File: config.mk
export PLATFORM = sky130hd
export DESIGN_NAME = stop_watch_param_amisha
export DESIGN_NICKNAME = d
export VERILOG_FILES = /design/src/rtl/stop_watch_pkg_amisha.sv /design/src/rtl/stop_watch_param_amisha_digit.sv /design/src/rtl/stop_watch_param_amisha.sv
export SDC_FILE = /design/constraint.sdc
export NUM_CORES = 1
export LEC_CHECK = 0
export ABC_AREA = 1
export CORE_MARGIN = 2
export CORE_UTILIZATION = 35
export DETAILED_ROUTE_END_ITERATION = 8
export PLACE_DENSITY = 0.57
export SKIP_LAST_GASP = 1
export SLEW_MARGIN = 20
export SYNTH_ARGS = -nofsm -noshare
export SYNTH_HDL_FRONTEND = slang
export SYNTH_SLANG_ARGS = --single-unit
File: constraint.sdc
create_clock -name clk_amisha -period 4.2 [get_ports clk_amisha]
set_clock_uncertainty 0.1 [all_clocks]
set_input_delay 1.26 -clock clk_amisha [delete_from_list [all_inputs] [get_ports clk_amisha]]
set_output_delay 1.26 -clock clk_amisha [all_outputs]
set_load 0.03 [all_outputs]
File: src/rtl/stop_watch_pkg_amisha.sv
// Shared BCD constants and per-digit helpers for the parametrised stopwatch.
package stop_watch_pkg_amisha;

   localparam logic [3:0] BCD_MAX = 4'd9;
   localparam logic [3:0] BCD_MIN = 4'd0;

   function automatic logic [3:0] bcd_step(input logic [3:0] v, input logic up);
      if (up) return (v >= BCD_MAX) ? BCD_MIN : v + 4'd1;
      else    return (v == BCD_MIN) ? BCD_MAX : v - 4'd1;
   endfunction

   function automatic logic [3:0] bcd_clamp(input logic [3:0] v);
      return (v > BCD_MAX) ? BCD_MAX : v;
   endfunction

endpackage

File: src/rtl/stop_watch_param_amisha_digit.sv
// One BCD digit register; term_o flags the digit that carries/borrows into the next.
module bcd_digit_amisha
   import stop_watch_pkg_amisha::*;
(
   input  logic       clk_i,
   input  logic       reset_i,
   input  logic       clr_i,
   input  logic       load_i,
   input  logic [3:0] load_val_i,
   input  logic       en_i,
   input  logic       up_i,
   output logic [3:0] val_o,
   output logic       term_o
);

   logic [3:0] val_q, val_d;

   always_comb begin
      val_d = val_q;
      if (clr_i)       val_d = BCD_MIN;
      else if (load_i) val_d = bcd_clamp(load_val_i);
      else if (en_i)   val_d = bcd_step(val_q, up_i);
   end

   always_ff @(posedge clk_i) begin
      if (reset_i) val_q <= BCD_MIN;
      else         val_q <= val_d;
   end

   assign val_o  = val_q;
   assign term_o = up_i ? (val_q == BCD_MAX) : (val_q == BCD_MIN);

endmodule

File: src/rtl/stop_watch_param_amisha.sv
// N-digit BCD up/down stopwatch with prescaler, preload, lap freeze and sticky flags.
module stop_watch_param_amisha
   import stop_watch_pkg_amisha::*;
#(
   parameter int DVSR = 5000000,
   parameter int NDIG = 4,
   parameter int PW   = 23
) (
   input  logic              clk_amisha,
   input  logic              reset_amisha,
   input  logic              go_amisha,
   input  logic              clr_amisha,
   input  logic              up_amisha,
   input  logic              load_amisha,
   input  logic [4*NDIG-1:0] load_val_amisha,
   input  logic              lap_amisha,
   output logic [4*NDIG-1:0] digits_amisha,
   output logic              ovf_amisha,
   output logic              zero_amisha,
   output logic              lap_mode_amisha
);

   localparam logic [PW-1:0] MS_END = PW'(DVSR - 1);

   logic [PW-1:0]           ms_q, ms_d;
   logic [NDIG-1:0][3:0]    cnt;
   logic [NDIG-1:0]         term, en;
   logic [4*NDIG-1:0]       disp_q;
   logic                    ovf_q, zero_q, lap_q;
   logic                    at_end, all_zero, is_one, halted, tick, step, wrap, reach_zero;

   assign at_end   = (ms_q == MS_END);
   assign all_zero = (cnt == '0);
   assign is_one   = (cnt == (4*NDIG)'(1));
   assign halted   = ~up_amisha & zero_q & all_zero;
   assign tick     = go_amisha & at_end & ~halted;
   // A down tick at 0000 only raises zero; it must not borrow round to all-9s.
   assign step       = tick & ~(~up_amisha & all_zero);
   assign wrap       = tick & up_amisha & (&term);
   assign reach_zero = tick & ~up_amisha & (all_zero | is_one);

   for (genvar i = 0; i < NDIG; i++) begin : g_dig
      if (i == 0) begin : g_first
         assign en[i] = step;
      end else begin : g_rest
         assign en[i] = step & (&term[i-1:0]);
      end

      bcd_digit_amisha u_dig (
         .clk_i      (clk_amisha),
         .reset_i    (reset_amisha),
         .clr_i      (clr_amisha),
         .load_i     (load_amisha),
         .load_val_i (load_val_amisha[4*i +: 4]),
         .en_i       (en[i]),
         .up_i       (up_amisha),
         .val_o      (cnt[i]),
         .term_o     (term[i])
      );
   end

   always_comb begin
      ms_d = ms_q;
      if (clr_amisha || load_amisha) ms_d = '0;
      else if (go_amisha)            ms_d = at_end ? '0 : ms_q + 1'b1;
   end

   always_ff @(posedge clk_amisha) begin
      if (reset_amisha) begin
         ms_q   <= '0;
         disp_q <= '0;
         ovf_q  <= 1'b0;
         zero_q <= 1'b0;
         lap_q  <= 1'b0;
      end else begin
         ms_q <= ms_d;
         if (!lap_q) disp_q <= cnt;
         if (clr_amisha)      lap_q <= 1'b0;
         else if (lap_amisha) lap_q <= ~lap_q;
         if (clr_amisha) begin
            ovf_q  <= 1'b0;
            zero_q <= 1'b0;
         end else if (load_amisha) begin
            zero_q <= 1'b0;
         end else begin
            if (wrap)       ovf_q  <= 1'b1;
            if (reach_zero) zero_q <= 1'b1;
         end
      end
   end

   assign digits_amisha   = disp_q;
   assign ovf_amisha      = ovf_q;
   assign zero_amisha     = zero_q;
   assign lap_mode_amisha = lap_q;

endmodule

==> results of run 1 <==
==> synthesized netlist by cell type (all sizes together) (4+ instances only) <==
cell type,instances
nor2,85
clkbuf,7
nor3,13
o21ai,40
nand2,114
or2,4
dfxtp,58
ha,17
a21oi,44
xor2,7
buf,10
nand3,54
inv,61
o211ai,5
nand4,10
==> stage by stage <==
step | utilization | setup WS (ns) | area (µm²)
finish | 0.438 | 1.32 | 4300
global route | 0.438 | 1.11 | 4300
CTS | 0.438 | 1.34 | 4300
global placement | 0.415 | 0.985 | 4080
detailed placement | 0.415 | 0.965 | 4080
floorplan | - | 1.77 | 3570
==> sequential cells by signal, indices dropped and copies added (netlist names) <==
signal / flops
ovf_amisha: 1
g_dig.u_dig.val_o: 16
ms_q: 23
digits_amisha: 16
lap_mode_amisha: 1
zero_amisha: 1
==> per-layer routing <==
layer	track usage	vias to the layer above
met2	0.290	79
met3	0.0443	13
met4	0.0771	0
li1	-	1860
met5	0	-
met1	0.219	1598
==> critical path: stages <==
cell	delay, ns
clkdlybuf4s50_1	0.60
nand3_1	0.17
nor2_1	0.24
nand2_1	0.20
nor2_2	0.20
nand4_1	0.12
o21ai_0	0.17
a21oi_1	0.05
==> worst min-delay path by stage <==
stage / from / end / slack, ns / depth (start not counted)
finish: zero_amisha / zero_amisha / 0.38 / 2
floorplan: ms_q[19] / ms_q[19] / 0.34 / 2
global placement: ms_q[19] / ms_q[19] / 0.36 / 2
CTS: ms_q[18] / ms_q[18] / 0.38 / 2
detailed placement: zero_amisha / zero_amisha / 0.37 / 2
global route: ms_q[20] / ms_q[20] / 0.40 / 2
==> where the power goes <==
group | internal, mW | total, mW | switching, mW
combinational | 0.0848 | 0.210 | 0.125
sequential | 0.565 | 0.581 | 0.0157
clock | 0.349 | 0.590 | 0.241
total | 0.999 | 1.38 | 0.382
==> logic make-up (layout without fill, tap and decap cells) <==
kind of cell | after synthesis | in the layout
AND/OR/NAND/NOR | 286 | 286
AO/OA/AOI/OAI | 96 | 96
buffers and inverters | 79 | 123
flip-flops | 58 | 58
adder cells (fa/ha/maj) | 17 | 17
XOR/XNOR | 9 | 9
==> cell type report <==
type / count / area [µm²]
tap: 133 / 166
timing repair buffer: 45 / 440
clock buffer: 11 / 141
clock inverter: 5 / 77.6
sequential: 58 / 1160
fill: 1082 / 5520
multi-input combinational: 408 / 2080
inverter: 62 / 235
==> impl_metrics.tcl, run 1 <==
set metrics [dict create \
    num_antenna_cells 0 \
    instances_no_fill 722 \
    synthDistinctLibCells 34 \
    fmax_mhz 348 \
    syn_area_um2 3570 \
    finish.net_count 624 \
    min_period_ns 2.88 \
    worst_setup_path_endpoint "ms_q[20]" \
    area_growth_pct 20.5 \
    worst_flop_to_flop_path_endpoint "g_dig[0].u_dig.val_o[3]" \
    detailroute.via_count 3550 \
    clock_tree_from_tritoncts "built" \
    setup-violations-final 0 \
    crit_path_end_kind "register" \
    grt_use_total 0.177 \
    r2r_start "g_dig[2].u_dig.val_o[0]" \
    postSynthRegisterBits 58 \
    die_area_um2 11000 \
    final-hold-violation-count 0 \
    layout_commonest_cell "nand2_1" \
    drive_gt1_frac 0.0883 \
    drt-wirelength-per-cell_um 13.1 \
    synth_top_family_by_area "simple AND/OR/NAND/NOR gates" \
    die_height_um 105 \
    routed-wl-met2_um 4380 \
    grt-ovfl-total 0 \
    syn_inst 545 \
    numCtsBuffers 9 \
    chipWidth_um 105 \
    async_reset_ff_frac 0 \
    worst_ep_required_time_ns 4.33 \
    dp_hpwl_um 6870 \
    grt_pass1_vias 3502 \
    yosys-top-cells-area "dfxtp_1 (33%), nand2_1 (11%), nor2_1 (8.0%)" \
    startpoint_type "primary input" \
    wl_met1_um 4510 \
    drc_errors 0 \
    synth_enable_flop_cells 0 \
    synth-xor-area-share 0.0221 \
    synth_simple_gate_area_share 0.357 \
    routabilityCongestion 0.885 \
    cts_hold_buf 0 \
    postSynthNetCount 585 \
    top_layer_used "met4" \
    dp.cells 706 \
    yosysTopAreaCell "dfxtp_1" \
    detailedRoute.firstIterationViolations 172 \
    place.port_buffers 41 \
    min_path_type "reg -> reg" \
    detail-route-antenna-nets 0 \
    status "finished clean" \
    ys_dominant_reg_cell "dfxtp_1" \
    most-common-layout-cells "nand2_1 (109), nor2_1 (76), dfxtp_1 (58)" \
    cts.repair.resized 0 \
    relSlewSlack 0.508 \
    ys_seq_area_frac 0.325 \
    core.rowCount 36 \
    setup_repair_after_global_routing_missed_its_margin "no" \
    muxShareOfSynthArea 0 \
    report.power.total_mw 1.38 \
    irDropWorstVdd_mv 0.184 \
    cts.sinks 58 \
    synth_area_per_cell_um2 6.55 \
    worst_hold_slack_ns 0.378 \
    rr_worst_depth 10 \
    ys_warn_count 0 \
    boundaryPins 42 \
    finalCritPeriodShare 0.685 \
    worst-endpoint-arrival_ns 3.01 \
    core_area_um2 9820 \
    antenna_violations_before_repair 0 \
    met3RoutedLength_um 383 \
    clock_tree.htree_level_count 3 \
    worst_slew_pin_slew_ns 0.738 \
    timing.reg2reg.setup_slack_ns 2.06 \
    grt_start_max_net_pins 32 \
    clock_tree.buffer_depth 2 \
    effective_utilization_at_floorplan 0.363 \
    clk_transition_reported_paths_ns 0.06 \
    final.setup.tns_ns 0 \
    power_per_cell_area_nw_per_um2 321 \
    source_to_sink_clock_delay_at_the_later_pin_of_the_worst_skew_pair_ns 0.35 \
    post_synth_adder_cell_area 0.0596 \
    max-cap-violations 0 \
    vias_per_cell 4.92 \
    synth_top_area_frac 0.325 \
    p_leak_nw 1.74 \
    synth_compound_area_frac 0.143 \
    grt_first_pass_wirelength_um 15800 \
    maximum_fanout_along_the_worst_path 7 \
    firstDrtPassIters 4 \
    drv_slew 0 \
    clock_tree.root_cell "clkbuf_8" \
    cts.repair_timing.setup_buffer_count 0 \
    detail_route.wirelength_um 9430 \
    crit_start "go_amisha" \
    timing_worst_setup_path_type "in -> reg" \
]
Note: power is estimated with default switching activity, not from simulation.
==> run 2, diff against run 1 <==
- PLACE_DENSITY: 0.57 -> 0.59
- clock period: 4.2 -> 2.5 ns (I/O delays scaled with it)
==> impl_metrics.tcl, run 2 (synthesis gave the netlist of run 1 again) <==
set metrics [dict create \
    effective_utilization_at_floorplan 0.363 \
    die_area_um2 11000 \
    setup_repair_after_global_routing_missed_its_margin "no" \
    core.rowCount 36 \
    critical_path.top_delay_family "buffers and inverters" \
    final_core_utilization 0.455 \
    grt_pass1_vias 3618 \
    clock_tree.root_cell "clkbuf_8" \
    instances_no_fill 742 \
    power_per_cell_area_nw_per_um2 516 \
    p_leak_nw 1.84 \
    irDropWorstVdd_mv 0.302 \
    clock_tree_from_tritoncts "built" \
    final.setup.tns_ns 0 \
    layout_commonest_cell "nand2_1" \
    detail_route.wirelength_um 9640 \
    drc_errors 0 \
    combPwrFrac 0.164 \
    fmax_mhz 441 \
    clock_tree.buffer_depth 2 \
    crit_start "lap_mode_amisha" \
    grt-ovfl-total 0 \
    core_area_um2 9820 \
    routabilityCongestion 0.887 \
    placedInstanceArea_um2 4250 \
    area_growth_pct 25.3 \
    setup-violations-final 0 \
    most-common-layout-cells "nand2_1 (109), nor2_1 (76), dfxtp_1 (58)" \
    boundaryPins 42 \
    grt_start_max_net_pins 32 \
    drive_gt1_frac 0.117 \
    cts_hold_buf 0 \
    clock_tree.htree_level_count 3 \
    worstSetupPathDepth 1 \
    worst-endpoint-arrival_ns 1.42 \
    worst_ep_required_time_ns 1.65 \
    post_layout_instance_area_um2 4470 \
    detailroute.via_count 3665 \
    grt_first_pass_wirelength_um 15900 \
    multi_input_comb_area_um2 2080 \
    die_height_um 105 \
    status "finished clean" \
    numCtsBuffers 9 \
    max-cap-violations 0 \
    worst_setup_path_endpoint "lap_mode_amisha" \
    dp_hpwl_um 7300 \
    source_to_sink_clock_delay_at_the_later_pin_of_the_worst_skew_pair_ns 0.34 \
    antenna_violations_before_repair 0 \
    crit_path_end_kind "output pin" \
    min_path_type "reg -> reg" \
    relSlewSlack 0.493 \
    largest_register "ms_q" \
    detail-route-antenna-nets 0 \
    rr_worst_depth 12 \
    chipWidth_um 105 \
    clk_transition_reported_paths_ns 0.07 \
    grt_use_total 0.176 \
    total_switching_power_mw 0.625 \
    cell_internal_pwr_mw 1.68 \
    timing_worst_setup_path_type "reg -> out" \
    detailedRoute.firstIterationViolations 150 \
    r2r_start "g_dig[2].u_dig.val_o[0]" \
    worst_slew_pin_slew_ns 0.760 \
    maximum_fanout_along_the_worst_path 4 \
    worst_hold_slack_ns 0.374 \
    cts.repair.resized 0 \
    firstDrtPassIters 4 \
    finish.net_count 644 \
    timing.reg2reg.setup_slack_ns 0.51 \
    num_antenna_cells 0 \
    crit_path_max_incr_delay_ns 0.70 \
    vias_per_cell 4.94 \
    timing.critical_path.slowest_stage_cell "clkdlybuf4s50_1" \
    largest_register_ffs 23 \
    finalCritPeriodShare 0.908 \
    final-hold-violation-count 0 \
    seq_power_share 0.423 \
    critical_path.cell_chain "clkdlybuf4s50_1" \
    startpoint_type "register" \
    dp.cells 726 \
    clockPowerShare 0.413 \
    min_period_ns 2.27 \
    cts.sinks 58 \
    worst_flop_to_flop_path_endpoint "g_dig[3].u_dig.val_o[3]" \
    drv_slew 0 \
    sequential_cell_area_um2 1160 \
    drt-wirelength-per-cell_um 13.0 \
    timing.critical_path.buf_inv 1 \
    fill_cell_total_of_the_finished_layout 1037 \
    place.port_buffers 41 \
    net_sw_frac 0.271 \
    cts.repair_timing.setup_buffer_count 0 \
]
[run 2: power groups by stage]
stage | logic (mW) | clock network (mW) | registers (mW)
final | 0.379 | 0.952 | 0.975
after global routing | 0.422 | 1.02 | 0.978
after CTS | 0.378 | 0.976 | 0.975
after detailed placement | 0.376 | 0 | 0.995
after global placement | 0.374 | 0 | 0.996
after floorplan | 0.213 | 0 | 1.02
[run 2: through the flow]
stage,total power [mW],worst slack (ns)
final,2.31,0.231
after floorplan,1.23,0.575
after global routing,2.42,0.187
after detailed placement,1.37,0.000612
after CTS,2.33,0.211
after global placement,1.37,-0.00829
[run 2: layout make-up]
type	count	share of cell area
Multi-Input combinational cell	408	0.464
Sequential cell	58	0.260
Timing Repair Buffer	65	0.138
Inverter	62	0.0526
Clock buffer	15	0.0417
Tap cell	133	0.0372
Clock inverter	1	0.00672
[run 2: worst register-to-register path, stage by stage, from the launching register on]
cell and delay (ns):
dfxtp_1 0.36, inv_1 0.20, ha_1 0.24, nand3_1 0.15, nor2_1 0.17, nand2_1 0.09
nand3_2 0.11, nand2_2 0.07, buf_12 0.15, nand2_2 0.09, nand2_1 0.05, nand2_1 0.06
nor2_1 0.04
[run 2: per-layer routing]
layer  share of wire  global-route usage
met1            0.44               0.195
met2            0.50               0.321
met3           0.045              0.0487
met4           0.013              0.0619
met5               0                   0
[run 2: how the worst min path moves through the flow]
stage	from	endpoint	depth (start not counted)
after global routing	ms_q[20]	ms_q[20]	2
final	zero_amisha	zero_amisha	2
after floorplan	ms_q[19]	ms_q[19]	2
after detailed placement	zero_amisha	zero_amisha	2
after CTS	zero_amisha	zero_amisha	2
after global placement	ms_q[19]	ms_q[19]	2
==> run 3, diff against run 2 <==
- CELL_PAD_IN_SITES_DETAIL_PLACEMENT: default -> 1
- CELL_PAD_IN_SITES_GLOBAL_PLACEMENT: default -> 1
- PLACE_DENSITY: 0.59 -> 0.78
==> impl_metrics.tcl, run 3 (synthesis gave the netlist of run 1 again) <==
set metrics [dict create \
    crit_path_end_kind "register" \
    setup_repair_after_global_routing_missed_its_margin "no" \
    die_height_um 105 \
    final-hold-violation-count 0 \
    irDropWorstVdd_mv 0.233 \
    cts.sinks 58 \
    holdCritStartpoint "ovf_amisha" \
    chipWidth_um 105 \
    largest_register_ffs 23 \
    min_path_type "reg -> reg" \
    detailroute.via_count 3779 \
    hold_path_end "ovf_amisha" \
    detail-route-antenna-nets 0 \
    worst-endpoint-arrival_ns 2.42 \
    max-cap-violations 0 \
    clock_tree.htree_level_count 3 \
    core_area_um2 9820 \
    drt-wirelength-per-cell_um 15.1 \
    final_worst_setup_slack_ns 0.212 \
    grt_use_total 0.214 \
    startpoint_type "primary input" \
    core.rowCount 36 \
    source_to_sink_clock_delay_at_the_later_pin_of_the_worst_skew_pair_ns 0.34 \
    timing_worst_setup_path_type "in -> reg" \
    clock_tree.root_cell "clkbuf_8" \
    instances_no_fill 743 \
    power_per_cell_area_nw_per_um2 530 \
    worst_flop_to_flop_path_endpoint "g_dig[0].u_dig.val_o[3]" \
    grt-ovfl-total 0 \
    effective_utilization_at_floorplan 0.363 \
    p_leak_nw 1.84 \
    area_growth_pct 25.3 \
    drc_errors 0 \
    place.port_buffers 41 \
    cts.repair.resized 0 \
    grt_first_pass_wirelength_um 19400 \
    final.setup.tns_ns 0 \
    dp_hpwl_um 8460 \
    boundaryPins 42 \
    cts.repair_timing.setup_buffer_count 0 \
    min_period_ns 2.29 \
    drive_gt1_frac 0.120 \
    status "finished clean" \
    vias_per_cell 5.09 \
    most-common-layout-cells "nand2_1 (109), nor2_1 (76), dfxtp_1 (58)" \
    finish.net_count 645 \
    detail_route.wirelength_um 11200 \
    die_area_um2 11000 \
    fmax_mhz 437 \
    place_worst_setup_slack_ns -0.0555 \
    clock_tree_from_tritoncts "built" \
    antenna_violations_before_repair 0 \
    layout_commonest_cell "nand2_1" \
    grt_start_max_net_pins 32 \
    rr_worst_depth 10 \
    cts_hold_buf 0 \
    timing.reg2reg.setup_slack_ns 0.41 \
    worst_hold_slack_ns 0.385 \
    clk_transition_reported_paths_ns 0.07 \
    detailedRoute.firstIterationViolations 142 \
    clock_tree.buffer_depth 2 \
    dp.cells 727 \
    grt_pass1_vias 4090 \
    routabilityCongestion 0.848 \
    firstDrtPassIters 6 \
    numCtsBuffers 9 \
    maximum_fanout_along_the_worst_path 13 \
    setup-violations-final 0 \
    largest_register "ms_q" \
    timing.hold.worst_path_depth 2 \
    num_antenna_cells 0 \
    relSlewSlack 0.465 \
    finalCritPeriodShare 0.915 \
    drv_slew 0 \
    worst_slew_pin_slew_ns 0.801 \
    r2r_start "g_dig[1].u_dig.val_o[0]" \
    report.power.total_mw 2.37 \
    worst_ep_required_time_ns 2.63 \
]
## run 3: final cells by class
class | count | area [µm²]
clock buffers | 11 | 141
clock inverters | 5 | 77.6
fillers | 1333 | 5350
inverters | 62 | 235
multi-input cells | 408 | 2080
flip-flops and latches | 58 | 1160
well taps | 133 | 166
repair buffers | 66 | 611
## run 3: metal layers
layer	up-vias	routed length [µm]	part of all wire	global-route usage
met5	-	0	0	0
met2	67	5540	0.49	0.378
met1	1797	5080	0.45	0.262
met3	18	420	0.037	0.0381
li1	1897	-	-	-
met4	0	172	0.015	0.0724
## run 3: critical path, stage by stage
cell and delay [ns]:
clkdlybuf4s50_1 0.59, nand2_1 0.11, nor2_1 0.13, nand2_1 0.08, nor2_2 0.12, nand3_2 0.11
nand2_2 0.12, buf_4 0.19, nand3_1 0.11, nand2_1 0.08, nor2_1 0.04
## run 3: stage by stage
step / utilization / instance area, µm²
2_1_floorplan: - / 3570
3_3_place_gp: 0.433 / 4250
4_1_cts: 0.455 / 4470
3_5_place_dp: 0.433 / 4250
5_1_grt: 0.455 / 4470
6_report: 0.455 / 4470
## run 3: report_power, final
| group | total (mW) | internal, mW | switching, mW |
|---|---|---|---|
| clock network | 1.01 | 0.586 | 0.420 |
| logic | 0.386 | 0.158 | 0.228 |
| registers | 0.978 | 0.949 | 0.0285 |
| total | 2.37 | 1.69 | 0.677 |
## run 3: how the worst max path moves through the flow
stage	startpoint	to	slack (ns)
2_1_floorplan	up_amisha	g_dig[0].u_dig.val_o[2]	0.58
3_3_place_gp	up_amisha	g_dig[0].u_dig.val_o[3]	0.005
3_5_place_dp	up_amisha	g_dig[0].u_dig.val_o[3]	-0.06
4_1_cts	go_amisha	g_dig[0].u_dig.val_o[2]	0.21
5_1_grt	go_amisha	ms_q[20]	0.06
6_report	go_amisha	g_dig[1].u_dig.val_o[3]	0.21
==> patch: new RTL, config.mk and constraints of run 3 <==
`ms_q` no longer has a reset.
--- a/src/rtl/stop_watch_param_amisha.sv
+++ b/src/rtl/stop_watch_param_amisha.sv
@@ -67,13 +67,11 @@
 
    always_ff @(posedge clk_amisha) begin
       if (reset_amisha) begin
-         ms_q   <= '0;
          disp_q <= '0;
          ovf_q  <= 1'b0;
          zero_q <= 1'b0;
          lap_q  <= 1'b0;
       end else begin
-         ms_q <= ms_d;
          if (!lap_q) disp_q <= cnt;
          if (clr_amisha)      lap_q <= 1'b0;
          else if (lap_amisha) lap_q <= ~lap_q;
@@ -89,6 +87,10 @@
       end
    end
 
+   always_ff @(posedge clk_amisha) begin
+      ms_q <= ms_d;
+   end
+
    assign digits_amisha   = disp_q;
    assign ovf_amisha      = ovf_q;
    assign zero_amisha     = zero_q;
Check against the original RTL: no difference found for any inputs over 10 cycles, from zero or initial values and one cycle with reset_amisha high; that may be too few to reach the edited logic, so the function may still have changed.
==> patch against run 3 <==
Cell area grew 4.6%. Via count grew 0.66%. Sequential cell count is the same. Hold slack lost 32 ps. Synthesized area grew 6.7%. Power grew 1.5%. Synthesized cell count grew 5.5%. Wire length grew 1.0%. Setup slack gained 22 ps.
==> patch: results (changes against run 3) <==
outcome completed (unchanged); clock latency on the worst-skew pair 360 ps (was 340 ps); CP delay by family, top buffers and inverters (was simple AND/OR/NAND/NOR gates); vias in the first global route 3954 (was 4090); vias per cell 4.92 (was 5.09); initial drt markers 125 (was 142); largest net degree at the start of global routing 33 (was 32); CP Max Fanout 2 (was 13); top cells by count, synth nand2_1, nor2_1, dfxtp_1, nand3_1, inv_1 (unchanged); post-synthesis cell type count 38 (was 34); Worst Path Arrival 1420 ps (was 2420 ps); max incr delay on CP 690 ps (was 590 ps); ANT cells 0 (unchanged); actual slew at the worst max-slew pin 863 ps (was 801 ps); final net count 668 (was 645); reg2reg end g_dig[3].u_dig.val_o[1] (was g_dig[0].u_dig.val_o[3]); Final GP Congestion 0.873 (was 0.848); layout cells sized above 1 13.6% (was 12.0%); VDD IR max 0.000290 V (was 0.000233 V); part of the Yosys area used for sequential elements 30.5% (was 32.5%); Syn Nets 615 (was 585); largest cells by area after synthesis dfxtp_1, nand2_1, nor2_1 (unchanged); post-place setup slack -88.5 ps (was -55.5 ps); Initial DRT Pass Iterations 4 (was 6); total track usage 20.9% (was 21.4%); Lkg Pwr 2.02 nW (was 1.84 nW); Reg clk slew, reported paths 70 ps (about the same); MaxCap Viol Count 0 (unchanged); R2R Setup Slk 510 ps (was 410 ps); worst reg2reg path depth 11 (was 10); routed wire length 11.3 mm (was 11.2 mm)
## patch: changes by cell type after synthesis, moves of 6 or more
cell      change
nor2_4        +6
a21oi_1      -24
nor3_1        -6
nor2_1       +22
a211oi_1     +14
o21ai_0      -25
nand2_1      +18
## patch: final cells by class
type                       instances  area (µm²)
fill                            1422        6070
multi-input combinational        432        2280
sequential                        58        1160
timing repair buffer              59         571
inverter                          68         258
tap                              140         175
clock buffer                      12         155
clock inverter                     4        73.8
## patch: worst max-delay path by stage
stage,startpoint,to,slack [ps]
final,zero_amisha,zero_amisha,230
after detailed placement,go_amisha,ms_q[18],-90
after global routing,go_amisha,g_dig[1].u_dig.val_o[3],140
after global placement,go_amisha,ms_q[18],-50
after floorplan,go_amisha,ms_q[11],570
after CTS,zero_amisha,zero_amisha,210
## patch: kinds of logic (layout without fill, tap and decap cells)
kind of cell,after synthesis,in the layout,share of synthesized area (%)
compound gates,65,65,10.3
xor+xnor,10,10,2.30
fa+ha+maj,17,17,5.59
buf+inv,85,143,9.57
flops,58,58,30.5
simple gates,340,340,41.7
## patch: worst reg2reg max path: cells and delay by family (launching register included)
family,cells,cell delay (ps)
flip-flops,1,380
buffers and inverters,1,200
adder cells (fa/ha/maj),1,220
AND/OR/NAND/NOR,9,1000
## patch: routing by layer
metal,GRT usage (%),wire length (µm)
met2,35.2,5350
met5,0,0
met1,26.6,5540
met4,5.49,102
met3,5.42,328
## patch: report_power, final
group	internal (W)	switching, W	leakage [nW]
Combinational	0.000166	0.000240	1.43
Sequential	0.000951	0.0000279	0.471
Clock	0.000616	0.000406	0.117
## patch: through the flow
step / instances / hold slack [ps] / TNS (ps) / util, % / instance area, µm²
finish: 773 / 353 / 0 / 43.5 / 4670
global route: 773 / 394 / 0 / 43.5 / 4670
CTS: 773 / 357 / 0 / 43.5 / 4670
detailed placement: 757 / 348 / -1180 / 41.4 / 4450
global placement: 757 / 344 / -188 / 41.4 / 4450
floorplan: 575 / 338 / 0 / - / 3810
